### config.mk
export PLATFORM = sky130hd
export DESIGN_NAME = apb_gpio
export DESIGN_NICKNAME = d
export VERILOG_FILES = /design/src/rtl/apb_gpio.sv
export SDC_FILE = /design/constraint.sdc
export NUM_CORES = 1
export LEC_CHECK = 0
export CAP_MARGIN = 15
export CORE_MARGIN = 4
export CORE_UTILIZATION = 44
export CTS_CLUSTER_DIAMETER = 150
export DETAILED_ROUTE_END_ITERATION = 12
export PLACE_DENSITY = 0.85
export SLEW_MARGIN = 40
export SYNTH_ARGS = -nofsm -noshare
export SYNTH_HDL_FRONTEND = slang
export SYNTH_SLANG_ARGS = --single-unit
### constraint.sdc
create_clock -name PCLK -period 1.6 [get_ports PCLK]
set_input_delay 0.4 -clock PCLK [delete_from_list [all_inputs] [get_ports PCLK]]
set_output_delay 0.4 -clock PCLK [all_outputs]
set_load 0.01 [all_outputs]
### src/rtl/apb_gpio.sv
// APB-attached 8-bit GPIO: direction and output latch registers with SET/CLR
// write ports. Pins drive OUT only where DIR enables them.
module apb_gpio (
  input  logic       PCLK,
  input  logic       PRESETn,
  input  logic [2:0] PADDR,
  input  logic [7:0] PWDATA,
  input  logic       PWRITE,
  input  logic       PSEL,
  input  logic       PENABLE,
  output logic [7:0] PRDATA,
  output logic       pin1,
  output logic       pin2,
  output logic       pin3,
  output logic       pin4,
  output logic       pin5,
  output logic       pin6,
  output logic       pin7,
  output logic       pin8
);

  localparam logic [2:0] ADDR_DIR    = 3'd0;
  localparam logic [2:0] ADDR_SET    = 3'd1;
  localparam logic [2:0] ADDR_CLR    = 3'd2;
  localparam logic [2:0] ADDR_STATUS = 3'd4;

  logic [7:0] dir_q, dir_d;
  logic [7:0] out_q, out_d;
  logic [7:0] pins;
  logic       wr_stb;

  assign wr_stb = PSEL & PENABLE & PWRITE;

  // Address 1 reads back the latch even though writes there act as SET.
  always_comb begin
    dir_d = dir_q;
    out_d = out_q;
    if (wr_stb) begin
      case (PADDR)
        ADDR_DIR: dir_d = PWDATA;
        ADDR_SET: out_d = out_q | PWDATA;
        ADDR_CLR: out_d = out_q & ~PWDATA;
        default:  ;
      endcase
    end
  end

  // PRESETn is active-high despite its name.
  always_ff @(posedge PCLK) begin
    if (PRESETn) begin
      dir_q <= 8'h00;
      out_q <= 8'h00;
    end else begin
      dir_q <= dir_d;
      out_q <= out_d;
    end
  end

  assign pins = out_q & dir_q;

  always_comb begin
    PRDATA = 8'h00;
    if (PSEL && !PWRITE) begin
      case (PADDR)
        ADDR_DIR:    PRDATA = dir_q;
        ADDR_SET:    PRDATA = out_q;
        ADDR_STATUS: PRDATA = pins;
        default:     PRDATA = 8'h00;
      endcase
    end
  end

  assign pin1 = pins[0];
  assign pin2 = pins[1];
  assign pin3 = pins[2];
  assign pin4 = pins[3];
  assign pin5 = pins[4];
  assign pin6 = pins[5];
  assign pin7 = pins[6];
  assign pin8 = pins[7];

endmodule

==> results of run 1 <==
## power by group through the flow
stage | clock network, µW | registers, µW | logic [µW]
2_1_floorplan | 0 | 412 | 50.7
3_3_place_gp | 0 | 412 | 121
3_5_place_dp | 0 | 412 | 124
4_1_cts | 289 | 403 | 127
5_1_grt | 313 | 404 | 147
6_report | 291 | 403 | 139
## routing by layer
| metal | up-vias | share of wire, % | GRT usage [%] |
|---|---|---|---|
| li1 | 529 | - | - |
| met3 | 7 | 5.9 | 3.45 |
| met1 | 541 | 41 | 21.3 |
| met5 | - | 0 | 0 |
| met4 | 0 | 1.8 | 9.15 |
| met2 | 50 | 51 | 37.4 |
## metrics by stage
step           setup WS (ns)  hold slack [ns]
2_1_floorplan         0.0915            0.452
3_3_place_gp          -0.897            0.462
3_5_place_dp          -0.900            0.471
4_1_cts               -0.175            0.487
5_1_grt               -0.214            0.508
6_report              -0.162            0.491
## timing repair
action | CTS | global route
resized for setup | 85 | 31
cloned | 0 | 0
pin swaps | 4 | 7
setup endpoints to repair | 25 | 16
buffers inserted | 1 | 3
hold buffers | 0 | 0
## worst max-delay path, cell delays in order (launching register included)
cell	delay, ns
dfxtp_2	0.35
inv_2	0.04
buf_6	0.10
a211o_4	0.31
a21oi_2	0.12
buf_2	0.14
## logic make-up after synthesis
family | share of synthesized area (%)
buffers and inverters | 8.14
flip-flops | 31.1
AND/OR/NAND/NOR | 30.6
AO/OA/AOI/OAI | 22.4
multiplexers | 7.78
## cells in the final DEF (no fill, tap or decap), types with 2 or more instances in the layout
master,instances
inv_1,7
and2_1,4
clkdlybuf4s15_1,3
nor2_2,2
a211o_2,3
clkbuf_4,3
clkdlybuf4s50_1,10
dfxtp_1,5
o32ai_2,8
mux2i_1,8
buf_2,8
buf_4,26
and3_1,8
inv_2,5
clkbuf_2,6
o21ai_2,3
nor2_1,5
buf_6,4
dfxtp_2,11
buf_12,2
nand2b_1,16
a21oi_2,6
nand2_1,10
nor2b_1,2
## layout make-up
cell class | count | area, µm²
clock buffer | 4 | 36.3
fill | 154 | 578
inverter | 12 | 45.0
multi-input combinational | 87 | 694
sequential | 16 | 334
tap | 28 | 35.0
timing repair buffer | 60 | 489
## worst paths after layout
kind / from / to / slack, ns / depth (start not counted)
setup / recovery: register / PRDATA[4] / -0.16 / 5
hold / removal: dir_q[3] / dir_q[3] / 0.49 / 2
setup reg to reg: register / register / 0.64 / 4
hold reg to reg: dir_q[3] / dir_q[3] / 0.49 / 2
==> flow_metrics.env, run 1 <==
export IMPL_fmax_mhz=568
export IMPL_p_sw_share_pct=26.1
export IMPL_synth_cell_type_count=21
export IMPL_port_buffers=31
export IMPL_yosysTopAreaCell="dfxtp_1"
export IMPL_htreeDepth=1
export IMPL_fin_cells=207
export IMPL_fin_nets=196
export IMPL_seq_area_frac_synth_pct=31.1
export IMPL_drt_wl_total_mm=3.43
export IMPL_syn2layout_area_growth_pct=58.7
export IMPL_cts_buffers_inserted=3
export IMPL_ys_ff_latch=16
export IMPL_critPathCaptureType="output pin"
export IMPL_fin_util_pct=73.9
export IMPL_gp_congestion=0.832
export IMPL_drv_slew=0
export IMPL_comb_power_share_pct=16.7
export IMPL_async_reset_ff_share_pct=0
export IMPL_clock_latency_ns=0.30
export IMPL_finalClockSkew_ns=0
export IMPL_clockBufferDepth=2
export IMPL_synth_cells=121
export IMPL_core_um2=2210
export IMPL_place_detailed_hpwl_mm=2.11
export IMPL_dpl_instance_area_um2=1540
export IMPL_power_leakage_uw=0.000683
export IMPL_cp_data_arrival_time_ns=1.36
export IMPL_critPathLaunchType="register"
export IMPL_cp_max_fo=2
export IMPL_min_period_ns=1.76
export IMPL_switchingPower_uw=218
export IMPL_die_h_um=56.4
export IMPL_rsz0062_at_grt="true"
export IMPL_setup_viol=6
export IMPL_hold_viol_final=0
export IMPL_fin_tns_setup_ns=-0.304
export IMPL_clkSlewWorstSetupHoldPaths_ns=0.10
export IMPL_synth_top_area_share_pct=31.1
export IMPL_antenna_cells=0
export IMPL_max_slew_margin_pct=80.5
export IMPL_die_w_um=56.4
export IMPL_rows=17
export IMPL_cts_root_buf="clkbuf_4"
export IMPL_synth_warnings=0
export IMPL_criticalPathCategory="reg -> out"
export IMPL_grt_max_degree=25
export IMPL_failed_checks="negative setup slack"
export IMPL_cts_sinks=16
export IMPL_power_density_nw_per_um2=510
export IMPL_grt_pass1_wl_mm=4.97
export IMPL_cts_tree="done"
export IMPL_drt_pre_antenna_iters=4
export IMPL_grt_ovfl_total=0
export IMPL_hold_class="reg -> reg"
export IMPL_antenna_found_initial=0
export IMPL_tightestPinTransition_ns=0.293
export IMPL_p_seq_share_pct=48.4
export IMPL_synth_common_cells="16 x dfxtp_1, 16 x nand2b_1, 12 x inv_1"
export IMPL_synthesis_nets=137
export IMPL_period_share_pct=110
export IMPL_via_per_inst=5.44
export IMPL_drive_above_1_share_pct=53.6
export IMPL_grt_use_total_pct=19.9
export IMPL_route_detailed_drc=0
export IMPL_final_area_um2=1630
export IMPL_dpl_cell_count=199
export IMPL_syn_cell_area_um2=1030
export IMPL_p_int_uw=616
export IMPL_num_vias=1127
export IMPL_grt_pass1_vias=1141
export IMPL_ant_nets=0
export IMPL_cp_required_ns=1.20
export IMPL_total_power_uw=833
export IMPL_finalWorstSetupSlack_ns=-0.162
export IMPL_synth_edf_count=0
export IMPL_initial_core_util_pct=46.5
export IMPL_first_iter_violations=30
export IMPL_yosys_most_used_dff="dfxtp_1"
export IMPL_syn_area_per_cell_um2=8.51
export IMPL_p_clk_share_pct=34.9
export IMPL_ir_drop_uv=452
export IMPL_wl_per_cell_um=16.6
export IMPL_die_area_um2=3180
export IMPL_status="finished, violations left"
export IMPL_synth_area_leaders="dfxtp_1 31%, o32ai_2 13%, nand2b_1 9.7%, mux2i_1 7.8%, and3_1 4.9%"
export IMPL_io_pins=32
export IMPL_drv_cap=0
(Power assumes the default switching activity.)
==> run 2: changes to the inputs <==
--- a/config.mk
+++ b/config.mk
@@ -9,6 +9,6 @@
 export CORE_MARGIN = 4
-export CORE_UTILIZATION = 44
+export CORE_UTILIZATION = 46
 export CTS_CLUSTER_DIAMETER = 150
 export DETAILED_ROUTE_END_ITERATION = 12
-export PLACE_DENSITY = 0.85
+export PLACE_DENSITY = 0.88
 export SLEW_MARGIN = 40
==> constraint.sdc (replaced) <==
create_clock -name PCLK -period 1.6 [get_ports PCLK]
set_input_delay 0.32 -clock PCLK [delete_from_list [all_inputs] [get_ports PCLK]]
set_output_delay 0.32 -clock PCLK [all_outputs]
set_load 0.01 [all_outputs]
==> flow_metrics.env, run 2 (synthesis gave the netlist of run 1 again) <==
export IMPL_status="finished clean"
export IMPL_crit_cells=4
export IMPL_critPathCaptureType="output pin"
export IMPL_io_pins=32
export IMPL_ant_nets=0
export IMPL_grt_use_total_pct=19.3
export IMPL_drv_slew=0
export IMPL_grt_max_degree=25
export IMPL_grt_pass1_wl_mm=4.82
export IMPL_setup_viol=0
export IMPL_hold_class="reg -> reg"
export IMPL_cp_data_arrival_time_ns=1.25
export IMPL_via_per_inst=5.31
export IMPL_layout_commonest_cell="buf_4"
export IMPL_ir_drop_uv=448
export IMPL_antenna_cells=0
export IMPL_cts_tree="done"
export IMPL_place_detailed_hpwl_mm=2.04
export IMPL_port_buffers=31
export IMPL_num_vias=1057
export IMPL_finalClockSkew_ns=0
export IMPL_cts_buffers_inserted=3
export IMPL_route_detailed_drc=0
export IMPL_holdPathStages=2
export IMPL_path_cells="inv_1 -> a211o_2 -> a21oi_2 -> buf_2"
export IMPL_power_leakage_uw=0.000665
export IMPL_wl_per_cell_um=14.5
export IMPL_gp_congestion=0.859
export IMPL_final_area_um2=1540
export IMPL_cp_required_ns=1.28
export IMPL_initial_core_util_pct=50.4
export IMPL_grt_ovfl_total=0
export IMPL_cts_root_buf="clkbuf_4"
export IMPL_min_period_ns=1.57
export IMPL_criticalPathCategory="reg -> out"
export IMPL_drv_cap=0
export IMPL_worst_path_max_delay_cell="dfxtp_2"
export IMPL_drt_pre_antenna_iters=4
export IMPL_hold_viol_final=0
export IMPL_die_h_um=55.3
export IMPL_htreeDepth=1
export IMPL_path_buf_inv=2
export IMPL_drive_above_1_share_pct=39.0
export IMPL_core_um2=2040
export IMPL_fin_nets=189
export IMPL_clockBufferDepth=2
export IMPL_slowest_delay_ns=0.36
export IMPL_period_share_pct=98.3
export IMPL_layout_common_cells="20 x buf_4, 16 x nand2b_1, 12 x inv_1"
export IMPL_grt_pass1_vias=1104
export IMPL_syn2layout_area_growth_pct=49.1
export IMPL_path_delay_family="compound AO/OA/AOI/OAI gates"
export IMPL_clkSlewWorstSetupHoldPaths_ns=0.10
export IMPL_cts_sinks=16
export IMPL_dpl_instance_area_um2=1490
export IMPL_die_area_um2=3060
export IMPL_cp_startpoint="dir_q[3]"
export IMPL_rows=16
export IMPL_antenna_found_initial=0
export IMPL_postCtsHoldBufs=0
export IMPL_fin_cells=199
export IMPL_die_w_um=55.3
export IMPL_hp_start="dir_q[5]"
export IMPL_reg2regPathDepth=3
export IMPL_drt_wl_total_mm=2.89
export IMPL_tightestPinTransition_ns=0.316
export IMPL_critPathLaunchType="register"
export IMPL_first_iter_violations=32
export IMPL_fmax_mhz=636
export IMPL_power_density_nw_per_um2=528
export IMPL_cp_max_fo=2
export IMPL_dpl_cell_count=192
export IMPL_max_slew_margin_pct=78.8
export IMPL_clock_latency_ns=0.29
run 2: changes by cell type in the layout (fill, tap and decap cells not counted), sizes merged:
cell and change:
buf -8, clkbuf -6, clkdlybuf4s15 -2, dlygate4sd2 +9
run 2: timing repair:
item,in CTS,in global routing
resized for setup,63,8
pin swaps,2,2
endpoints found under the setup margin,16,8
setup buffers,2,1
run 2: cell type report:
cell class	instances	area [µm²]
Tap cell	27	33.8
Clock buffer	4	36.3
Inverter	12	45.0
Fill cell	157	507
Timing Repair Buffer	53	429
Multi-Input combinational cell	87	661
Sequential cell	16	330
run 2: worst min-delay path, cell delays in order, from the launching register on:
cell and delay [ns]:
dfxtp_1 0.32, nand2b_1 0.06, mux2i_1 0.06
run 2: per-layer routing:
layer  track usage (%)  wire, µm
met3              3.73       150
met1              21.3      1110
met2              34.3      1580
met5                 0         0
met4              10.4        44
run 2: final timing paths:
check              end  slack, ns
max reg2reg   register       0.75
max          PRDATA[3]       0.03
min reg2reg   dir_q[5]       0.48
min           dir_q[5]       0.48
run 2: report_power, final:
part	switching (µW)	leakage [µW]	internal (µW)
registers	1.87	0.000133	401
logic	59.4	0.000511	69.0
clock network	141	0.0000210	139
run 2: per-stage QoR:
step                TNS [ns]  utilization, %  setup slack (ns)  hold slack (ns)  power [µW]
finish                     0            75.2            0.0276            0.482         811
global route         -0.0123            75.2           -0.0123            0.524         835
CTS                        0            74.1            0.0167            0.483         811
detailed placement    -10.11            73.0            -0.822            0.467         533
global placement       -9.61            73.0            -0.811            0.462         529
floorplan                  0               -             0.251            0.452         462
